--- src/rtl/uart_tx_framer_if.sv ---
// Parallel word handshake between the transmit source and the UART framer.
//   tx_data  : word to send, only meaningful while tx_valid is high
//   tx_valid : source offers tx_data
//   tx_ready : framer holding register is empty; a word is taken on tx_valid & tx_ready
// master modport is the source side, slave modport is the framer side.
interface uart_tx_framer_if #(
    parameter int unsigned DATA_W = 8
);
    logic [DATA_W-1:0] tx_data;
    logic              tx_valid;
    logic              tx_ready;

    modport master (output tx_data, output tx_valid, input tx_ready);
    modport slave  (input tx_data, input tx_valid, output tx_ready);
endinterface

--- src/rtl/uart_tx_framer.sv ---
// UART transmit framer. Takes parallel words through a one-deep holding register and
// serialises each as start bit, data LSB-first, optional parity and 1 or 2 stop bits.
// Every bit lasts one interval of the prescaler strobe 'strb'.
//   clk  : system clock, all state on posedge
//   rst  : asynchronous active-high reset, aborts any frame and empties the holding register
//   strb : one-clk bit-rate tick, period >= 2 clk
//   src  : valid/ready word handshake (slave side)
//   txd  : registered serial line, idle high
//   busy : frame in progress
//   done : one-clk pulse on the edge that ends the last stop bit
module uart_tx_framer #(
    parameter int unsigned DATA_W     = 8,
    parameter bit          PARITY_EN  = 1'b1,
    parameter bit          PARITY_ODD = 1'b0,
    parameter int unsigned STOP_BITS  = 1
) (
    input  logic            clk,
    input  logic            rst,
    input  logic            strb,
    uart_tx_framer_if.slave src,
    output logic            txd,
    output logic            busy,
    output logic            done
);

    localparam int unsigned CntW = $clog2(DATA_W);

    typedef enum logic [2:0] {StIdle, StStart, StData, StParity, StStop} state_e;

    state_e            state_q, state_d;
    logic [DATA_W-1:0] hold_q;
    logic              hold_full_q;
    logic [DATA_W-1:0] shift_q, shift_d;
    logic [CntW-1:0]   bitcnt_q, bitcnt_d;
    logic              stopcnt_q, stopcnt_d;
    logic              parity_q, parity_d;
    logic              txd_q, txd_d;
    logic              done_q, done_d;
    logic              accept;
    logic              load;
    logic              last_data;
    logic              last_stop;

    // Ready is the registered "empty" flag, so accept and load can never share an edge.
    assign src.tx_ready = ~hold_full_q;
    assign accept       = src.tx_valid & ~hold_full_q;
    assign last_data    = (bitcnt_q == CntW'(DATA_W - 1));
    assign last_stop    = (stopcnt_q == 1'(STOP_BITS - 1));

    assign txd  = txd_q;
    assign done = done_q;
    assign busy = (state_q != StIdle);

    // State register
    always_ff @(posedge clk or posedge rst) begin
        if (rst) begin
            state_q <= StIdle;
        end else begin
            state_q <= state_d;
        end
    end

    // Next-state logic; the FSM only moves on strobe edges
    always_comb begin
        state_d = state_q;
        if (strb) begin
            case (state_q)
                StIdle:   if (hold_full_q) state_d = StStart;
                StStart:  state_d = StData;
                StData:   if (last_data) state_d = PARITY_EN ? StParity : StStop;
                StParity: state_d = StStop;
                StStop:   if (last_stop) state_d = hold_full_q ? StStart : StIdle;
                default:  state_d = StIdle;
            endcase
        end
    end

    // Output and datapath next values
    always_comb begin
        load      = 1'b0;
        shift_d   = shift_q;
        bitcnt_d  = bitcnt_q;
        stopcnt_d = stopcnt_q;
        parity_d  = parity_q;
        txd_d     = txd_q;
        done_d    = 1'b0;
        if (strb) begin
            case (state_q)
                StIdle: load = hold_full_q;
                StStart: begin
                    txd_d    = shift_q[0];
                    bitcnt_d = '0;
                end
                StData: begin
                    if (last_data) begin
                        txd_d     = PARITY_EN ? parity_q : 1'b1;
                        stopcnt_d = 1'b0;
                    end else begin
                        shift_d  = shift_q >> 1;
                        txd_d    = shift_q[1];
                        bitcnt_d = bitcnt_q + CntW'(1);
                    end
                end
                StParity: begin
                    txd_d     = 1'b1;
                    stopcnt_d = 1'b0;
                end
                StStop: begin
                    if (last_stop) begin
                        done_d = 1'b1;
                        txd_d  = 1'b1;
                        // Back-to-back: the next start bit begins on this same strobe
                        load   = hold_full_q;
                    end else begin
                        stopcnt_d = stopcnt_q + 1'b1;
                    end
                end
                default: ;
            endcase
        end
        if (load) begin
            shift_d  = hold_q;
            parity_d = (^hold_q) ^ PARITY_ODD;
            txd_d    = 1'b0;
        end
    end

    // Datapath and holding register
    always_ff @(posedge clk or posedge rst) begin
        if (rst) begin
            hold_q      <= '0;
            hold_full_q <= 1'b0;
            shift_q     <= '0;
            bitcnt_q    <= '0;
            stopcnt_q   <= 1'b0;
            parity_q    <= 1'b0;
            txd_q       <= 1'b1;
            done_q      <= 1'b0;
        end else begin
            if (accept) begin
                hold_q      <= src.tx_data;
                hold_full_q <= 1'b1;
            end else if (load) begin
                hold_full_q <= 1'b0;
            end
            shift_q   <= shift_d;
            bitcnt_q  <= bitcnt_d;
            stopcnt_q <= stopcnt_d;
            parity_q  <= parity_d;
            txd_q     <= txd_d;
            done_q    <= done_d;
        end
    end

endmodule

--- src/flat_wrapper.sv ---
// flat-port wrapper written by rule: the top's interface ports become plain ports
module uart_tx_framer_flat 
#(
    parameter int unsigned DATA_W     = 8,
    parameter bit          PARITY_EN  = 1'b1,
    parameter bit          PARITY_ODD = 1'b0,
    parameter int unsigned STOP_BITS  = 1
)
  (clk, rst, strb, txd, busy, done, src_tx_data, src_tx_valid, src_tx_ready);
  uart_tx_framer_if #(.DATA_W(DATA_W)) src_i ();
  input  logic clk;
  input  logic rst;
  input  logic strb;
  output logic txd;
  output logic busy;
  output logic done;
  input wire logic [$bits(src_i.tx_data)-1:0] src_tx_data;
  input wire logic [$bits(src_i.tx_valid)-1:0] src_tx_valid;
  output wire logic [$bits(src_i.tx_ready)-1:0] src_tx_ready;
  assign src_i.tx_data = src_tx_data;
  assign src_i.tx_valid = src_tx_valid;
  assign src_tx_ready = src_i.tx_ready;
  uart_tx_framer #(.DATA_W(DATA_W), .PARITY_EN(PARITY_EN), .PARITY_ODD(PARITY_ODD), .STOP_BITS(STOP_BITS)) u_core (.clk(clk), .rst(rst), .strb(strb), .src(src_i), .txd(txd), .busy(busy), .done(done));
endmodule
--- config.mk ---
export PLATFORM = sky130hd
export DESIGN_NAME = uart_tx_framer_flat
export DESIGN_NICKNAME = d
export VERILOG_FILES = /design/src/rtl/uart_tx_framer_if.sv /design/src/rtl/uart_tx_framer.sv /design/src/flat_wrapper.sv
export SDC_FILE = /design/constraint.sdc
export NUM_CORES = 1
export LEC_CHECK = 0
export ABC_CLOCK_PERIOD_IN_PS = 4600
export CORE_MARGIN = 1.5
export CORE_UTILIZATION = 45
export CTS_CLUSTER_DIAMETER = 120
export DETAILED_ROUTE_END_ITERATION = 10
export DONT_BUFFER_PORTS = 1
export PLACE_DENSITY = 0.68
export SYNTH_ARGS = -nofsm -noshare
export SYNTH_HDL_FRONTEND = slang
export SYNTH_SLANG_ARGS = --single-unit
--- constraint.sdc ---
create_clock -name clk -period 4.6 [get_ports clk]
set_clock_uncertainty 0.2 [all_clocks]
set_input_delay 0.69 -clock clk [delete_from_list [all_inputs] [get_ports clk]]
set_output_delay 0.69 -clock clk [all_outputs]
set_load 0.1 [all_outputs]
==> results.json, run 1 <==
{
  "final_hold_viol_count": 0,
  "htreeDepth": 1,
  "period_needed_ns": 2.61,
  "synth_area_per_cell_um2": 11.3,
  "multi_input_area_um2": 574,
  "timing.final.crit_share": 0.568,
  "die_width_um": 56.5,
  "setup_viol": 0,
  "seq_area_um2": 652,
  "drive_above_1_share": 0.150,
  "grt_max_degree": 27,
  "routed.top_layer": "met4",
  "synth_top_area_cell": "dfrtp_1",
  "finalPower_mw": 1.09,
  "vias": 819,
  "synth_warnings": 0,
  "num_antenna_cells": 0,
  "wl_mm": 2.11,
  "holdWs_ns": 0.242,
  "hpwl_mm": 1.46,
  "worst_slack_ns": 1.99,
  "crit_chain": "or3_1",
  "grtUsageTotal": 0.148,
  "path_class": "reg -> out",
  "slew_headroom": 0.346,
  "ir_worst_vdd_mv": 0.522,
  "m1WireLength_um": 968,
  "place_ws_ns": 2.37,
  "gp_congestion": 0.807,
  "worst_slew_pin_slew_ns": 0.979,
  "firstDrtPassIters": 3,
  "crit_buf_inv": 0,
  "synth_area_leaders": "dfrtp_1 (49%), mux2_2 (7.9%), mux2i_1 (5.4%), xnor2_1 (4.8%), nand2_1 (2.9%)",
  "path_delay_family": "simple AND/OR/NAND/NOR gates",
  "fmax_mhz": 383,
  "grt_pass1_wl_mm": 3.63,
  "grt-ovfl-total": 0,
  "root_buffer": "clkbuf_4",
  "netlist_area_mm2": 0.00129,
  "setup_tns_ns": 0,
  "outcome": "finished, final reports clean",
  "area_delta_synth_final_pct": 3.50,
  "wl_per_cell_um": 14.7,
  "dieArea_mm2": 0.00319,
  "hold_buffers": 0,
  "cts_num_sinks": 26,
  "dr_wl_met3_um": 75,
  "boundaryPins": 16,
  "syn_inst": 114,
  "crit_path_max_incr_delay_ns": 0.78,
  "dr_wl_met2_mm": 1.05,
  "clk_pin_slew_ns": 0.14,
  "cp-end-kind": "primary output",
  "critPathSlowestCell": "or3_1",
  "first_iter_violations": 44,
  "ys_seq_elements": 26,
  "start_util": 0.471,
  "synth_top_area_frac": 0.486,
  "antenna_found_initial": 0,
  "seq_area_frac_synth": 0.506,
  "fillCellCount": 258,
  "mostFrequentLayoutCells": "dfrtp_1 (25), nand2_1 (10), mux2_2 (9)",
  "cts_setup_buffers": 0,
  "grt_pass1_vias": 835,
  "layout_commonest_cell": "dfrtp_1",
  "worstSkewPairLatency_ns": 0.33,
  "synth.distinct_cells": 32,
  "cellPowerDensity_mw_per_mm2": 821,
  "crit_required_ns": 3.71,
  "cap_violations": 0,
  "cts_buffer_depth": 2,
  "cts_resized": 0,
  "hold_class": "in -> reg",
  "synth_fp_nets": 128,
  "tritoncts": "done",
  "rows": 19,
  "arrival_ns": 1.72,
  "nets": 128,
  "drc_errors": 0,
  "cts_buffers": 3,
  "vias_per_cell": 5.69,
  "cp_max_fo": 13,
  "coreArea_mm2": 0.00273,
  "die_height_um": 56.5,
  "final_cells": 144,
  "p_leak_nw": 0.554,
  "io_buffers": 0,
  "rsz0062_at_grt": "false",
  "slew_violations": 0,
  "dpl.cell_count": 140,
  "critPathLaunchType": "flop",
  "ant_nets": 0
}
## cell usage after synthesis (all sizes together)
master / instances
or3: 1
or3b: 1
nor3b: 1
buf: 5
mux2: 9
a21oi: 4
a32o: 1
and2b: 1
o21bai: 1
nand3: 3
o31ai: 1
nor2: 4
dfstp: 1
nor3: 3
a2111oi: 1
ha: 2
o21ai: 11
nand2: 10
nor2b: 3
o22ai: 2
dfrtp: 25
o211ai: 1
nand2b: 2
xnor2: 7
inv: 4
mux2i: 7
a22o: 3
## flip-flops by register name, summed over array words and instances, names as in the netlist
| register | flops |
|---|---|
| u_core.shift_q | 8 |
| u_core.done | 1 |
| u_core.hold_q | 8 |
| u_core.state_q | 3 |
| u_core.parity_q | 1 |
| u_core.hold_full_q | 1 |
| u_core.bitcnt_q | 3 |
| u_core.txd | 1 |
## layer usage
metal / up-vias / track usage
met2: 14 / 0.252
li1: 399 / -
met4: 0 / 0.0204
met3: 2 / 0.0507
met5: - / 0
met1: 404 / 0.186
## power breakdown
part	switching [mW]	internal, mW
clock network	0.0698	0.0881
registers	0.132	0.329
logic	0.263	0.212
## final timing paths
check	to	cells after the start	slack (ns)	startpoint
min in group asynchronous	u_core.bitcnt_q[0]	1	0.26	rst
worst min-delay path	u_core.state_q[2]	1	0.24	strb
worst max register to register	u_core.shift_q[2]	4	2.38	u_core.hold_full_q
worst max-delay path	busy	1	1.99	u_core.state_q[1]
worst min register to register	u_core.shift_q[2]	2	0.30	u_core.shift_q[2]
max in group asynchronous	u_core.shift_q[2]	1	3.35	rst
## area by class of cell
class | instances | share of cell area
sequential | 26 | 0.489
multi-input combinational | 79 | 0.431
tap | 31 | 0.0291
clock inverter | 1 | 0.0225
clock buffer | 3 | 0.0169
inverter | 4 | 0.0113
## cell families (layout without fill, tap and decap cells)
kind of cell | after synthesis | count (layout) | share of synthesized area
xor gates and xnor gates | 7 | 7 | 0.0476
adders and majority gates | 2 | 2 | 0.0194
buffers and inverters | 9 | 8 | 0.0476
AOI/OAI and AO/OA | 25 | 25 | 0.123
muxes | 16 | 16 | 0.133
and+or+nand+nor | 29 | 29 | 0.122
DFF | 26 | 26 | 0.506
## stage by stage
stage          instance area (µm²)  utilization
3_5_place_dp                  1280        0.468
2_1_floorplan                 1290            -
5_1_grt                       1330        0.487
4_1_cts                       1330        0.487
3_3_place_gp                  1280        0.468
6_report                      1330        0.487
No activity file was read; power rests on OpenSTA's default activity.
==> inputs of run 2 (changes only) <==
--- a/config.mk
+++ b/config.mk
@@ -5,13 +5,13 @@
 export SDC_FILE = /design/constraint.sdc
 export NUM_CORES = 1
 export LEC_CHECK = 0
-export ABC_CLOCK_PERIOD_IN_PS = 4600
+export ABC_CLOCK_PERIOD_IN_PS = 2200
 export CORE_MARGIN = 1.5
 export CORE_UTILIZATION = 45
 export CTS_CLUSTER_DIAMETER = 120
 export DETAILED_ROUTE_END_ITERATION = 10
 export DONT_BUFFER_PORTS = 1
-export PLACE_DENSITY = 0.68
+export PLACE_DENSITY = 0.7
 export SYNTH_ARGS = -nofsm -noshare
 export SYNTH_HDL_FRONTEND = slang
 export SYNTH_SLANG_ARGS = --single-unit
==> constraint.sdc (replaced) <==
create_clock -name clk -period 2.2 [get_ports clk]
set_clock_uncertainty 0.2 [all_clocks]
set_input_delay 0.33 -clock clk [delete_from_list [all_inputs] [get_ports clk]]
set_output_delay 0.33 -clock clk [all_outputs]
set_load 0.1 [all_outputs]
==> results.json, run 2 (synthesized netlist as in run 1, its figures left out) <==
{
  "drc_errors": 0,
  "critPathLaunchType": "flop",
  "boundaryPins": 16,
  "slew_headroom": 0.624,
  "p_leak_nw": 0.631,
  "path_class": "reg -> out",
  "dpl.cell_count": 146,
  "die_height_um": 56.5,
  "setup_tns_ns": 0,
  "crit_buf_inv": 1,
  "period_needed_ns": 2.06,
  "finalPower_mw": 2.37,
  "cp_max_fo": 13,
  "fillCellCount": 255,
  "hold_path.startpoint": "strb",
  "holdWs_ns": 0.0133,
  "multi_input_area_um2": 574,
  "timing.final.crit_share": 0.936,
  "mostFrequentLayoutCells": "dfrtp_1 (25), dlygate4sd3_1 (11), nand2_1 (10), mux2_2 (9)",
  "cap_violations": 0,
  "htreeDepth": 1,
  "worstSkewPairLatency_ns": 0.32,
  "final_hold_viol_count": 0,
  "wl_per_cell_um": 14.3,
  "ir_worst_vdd_mv": 1.14,
  "top_usage_layer": "met2",
  "wl_mm": 2.30,
  "slew_violations": 0,
  "setup_viol": 0,
  "fmax_mhz": 486,
  "dieArea_mm2": 0.00319,
  "outcome": "finished, final reports clean",
  "start_util": 0.471,
  "cts_num_sinks": 26,
  "antenna_found_initial": 0,
  "grt_max_degree": 27,
  "crit_chain": "or3_1, buf_4",
  "cp-end-kind": "primary output",
  "top_regs": "u_core.hold_q (8), u_core.shift_q (8)",
  "worstSetupPathDepth": 2,
  "die_width_um": 56.5,
  "grt_pass1_wl_mm": 4.00,
  "grt_pass1_vias": 905,
  "hpwl_mm": 1.56,
  "gp_congestion": 0.740,
  "area_delta_synth_final_pct": 15.5,
  "crit_required_ns": 1.67,
  "hold_class": "in -> reg",
  "nets": 145,
  "clk_pin_slew_ns": 0.13,
  "coreArea_mm2": 0.00273,
  "cellPowerDensity_mw_per_mm2": 1590,
  "layout_commonest_cell": "dfrtp_1",
  "firstDrtPassIters": 4,
  "num_antenna_cells": 0,
  "whs_path_depth": 3,
  "rows": 19,
  "seq_area_um2": 652,
  "cts_buffer_depth": 2,
  "arrival_ns": 1.53,
  "ant_nets": 0,
  "crit_path_max_incr_delay_ns": 0.55,
  "drive_above_1_share": 0.177,
  "r2r-start": "u_core.bitcnt_q[0]",
  "path_delay_family": "flip-flops",
  "worst_slew_pin_slew_ns": 0.562,
  "vias": 883,
  "io_buffers": 0,
  "reg2regPathDepth": 6,
  "first_iter_violations": 21,
  "grt_util_met3": 0.0346,
  "cts_buffers": 3,
  "vias_per_cell": 5.48,
  "grtUsageTotal": 0.160,
  "cts_setup_buffers": 0,
  "grt-ovfl-total": 0,
  "use_met1": 0.189,
  "root_buffer": "clkbuf_4",
  "met2_usage": 0.291,
  "rsz0062_at_grt": "false",
  "final_cells": 161,
  "startpoint": "u_core.state_q[1]",
  "tritoncts": "done",
  "critPathSlowestCell": "dfrtp_1"
}
-- run 2: changes by cell type in the layout (fill, tap and decap cells not counted) --
cell and change:
buf_4 +6, dlygate4sd3_1 +11
-- run 2: tightest hold or removal path, cell delays in order --
cell     delay, ns
o21ai_0       0.06
nand2_1       0.06
o31ai_1       0.06
-- run 2: per-stage QoR --
step	instance area (µm²)	utilization	setup slack (ns)
floorplan	1290	-	0.296
global placement	1330	0.485	0.245
detailed placement	1330	0.485	0.162
CTS	1490	0.544	0.129
global route	1490	0.544	0.0181
finish	1490	0.544	0.141
-- run 2: per-layer routing --
| layer | part of all wire | vias up |
|---|---|---|
| met5 | 0 | - |
| met4 | 0.013 | 0 |
| met3 | 0.032 | 4 |
| met2 | 0.52 | 14 |
| met1 | 0.44 | 429 |
| li1 | - | 436 |
-- run 2: final timing paths --
check / to / slack, ns
setup / recovery: busy / 0.14
hold reg to reg: u_core.shift_q[5] / 0.31
hold / removal: u_core.state_q[1] / 0.01
min in group asynchronous: u_core.bitcnt_q[2] / 0.28
max in group asynchronous: u_core.txd / 1.23
setup reg to reg: u_core.bitcnt_q[0] / 0.15
-- run 2: cell type report --
cell class / count / share of cell area
sequential: 26 / 0.438
multi-input combinational: 79 / 0.386
timing repair buffer: 17 / 0.104
tap: 31 / 0.0261
clock inverter: 1 / 0.0202
clock buffer: 3 / 0.0151
inverter: 4 / 0.0101
-- run 2: timing repair --
action                                 CTS  global route
resized for setup                        0             0
hold buffers                            11             0
endpoints found under the hold margin   38             0
-- run 2: report_power, final --
group	internal, mW	total, mW	switching [mW]
clock network	0.184	0.322	0.137
registers	0.689	0.950	0.261
logic	0.499	1.10	0.600
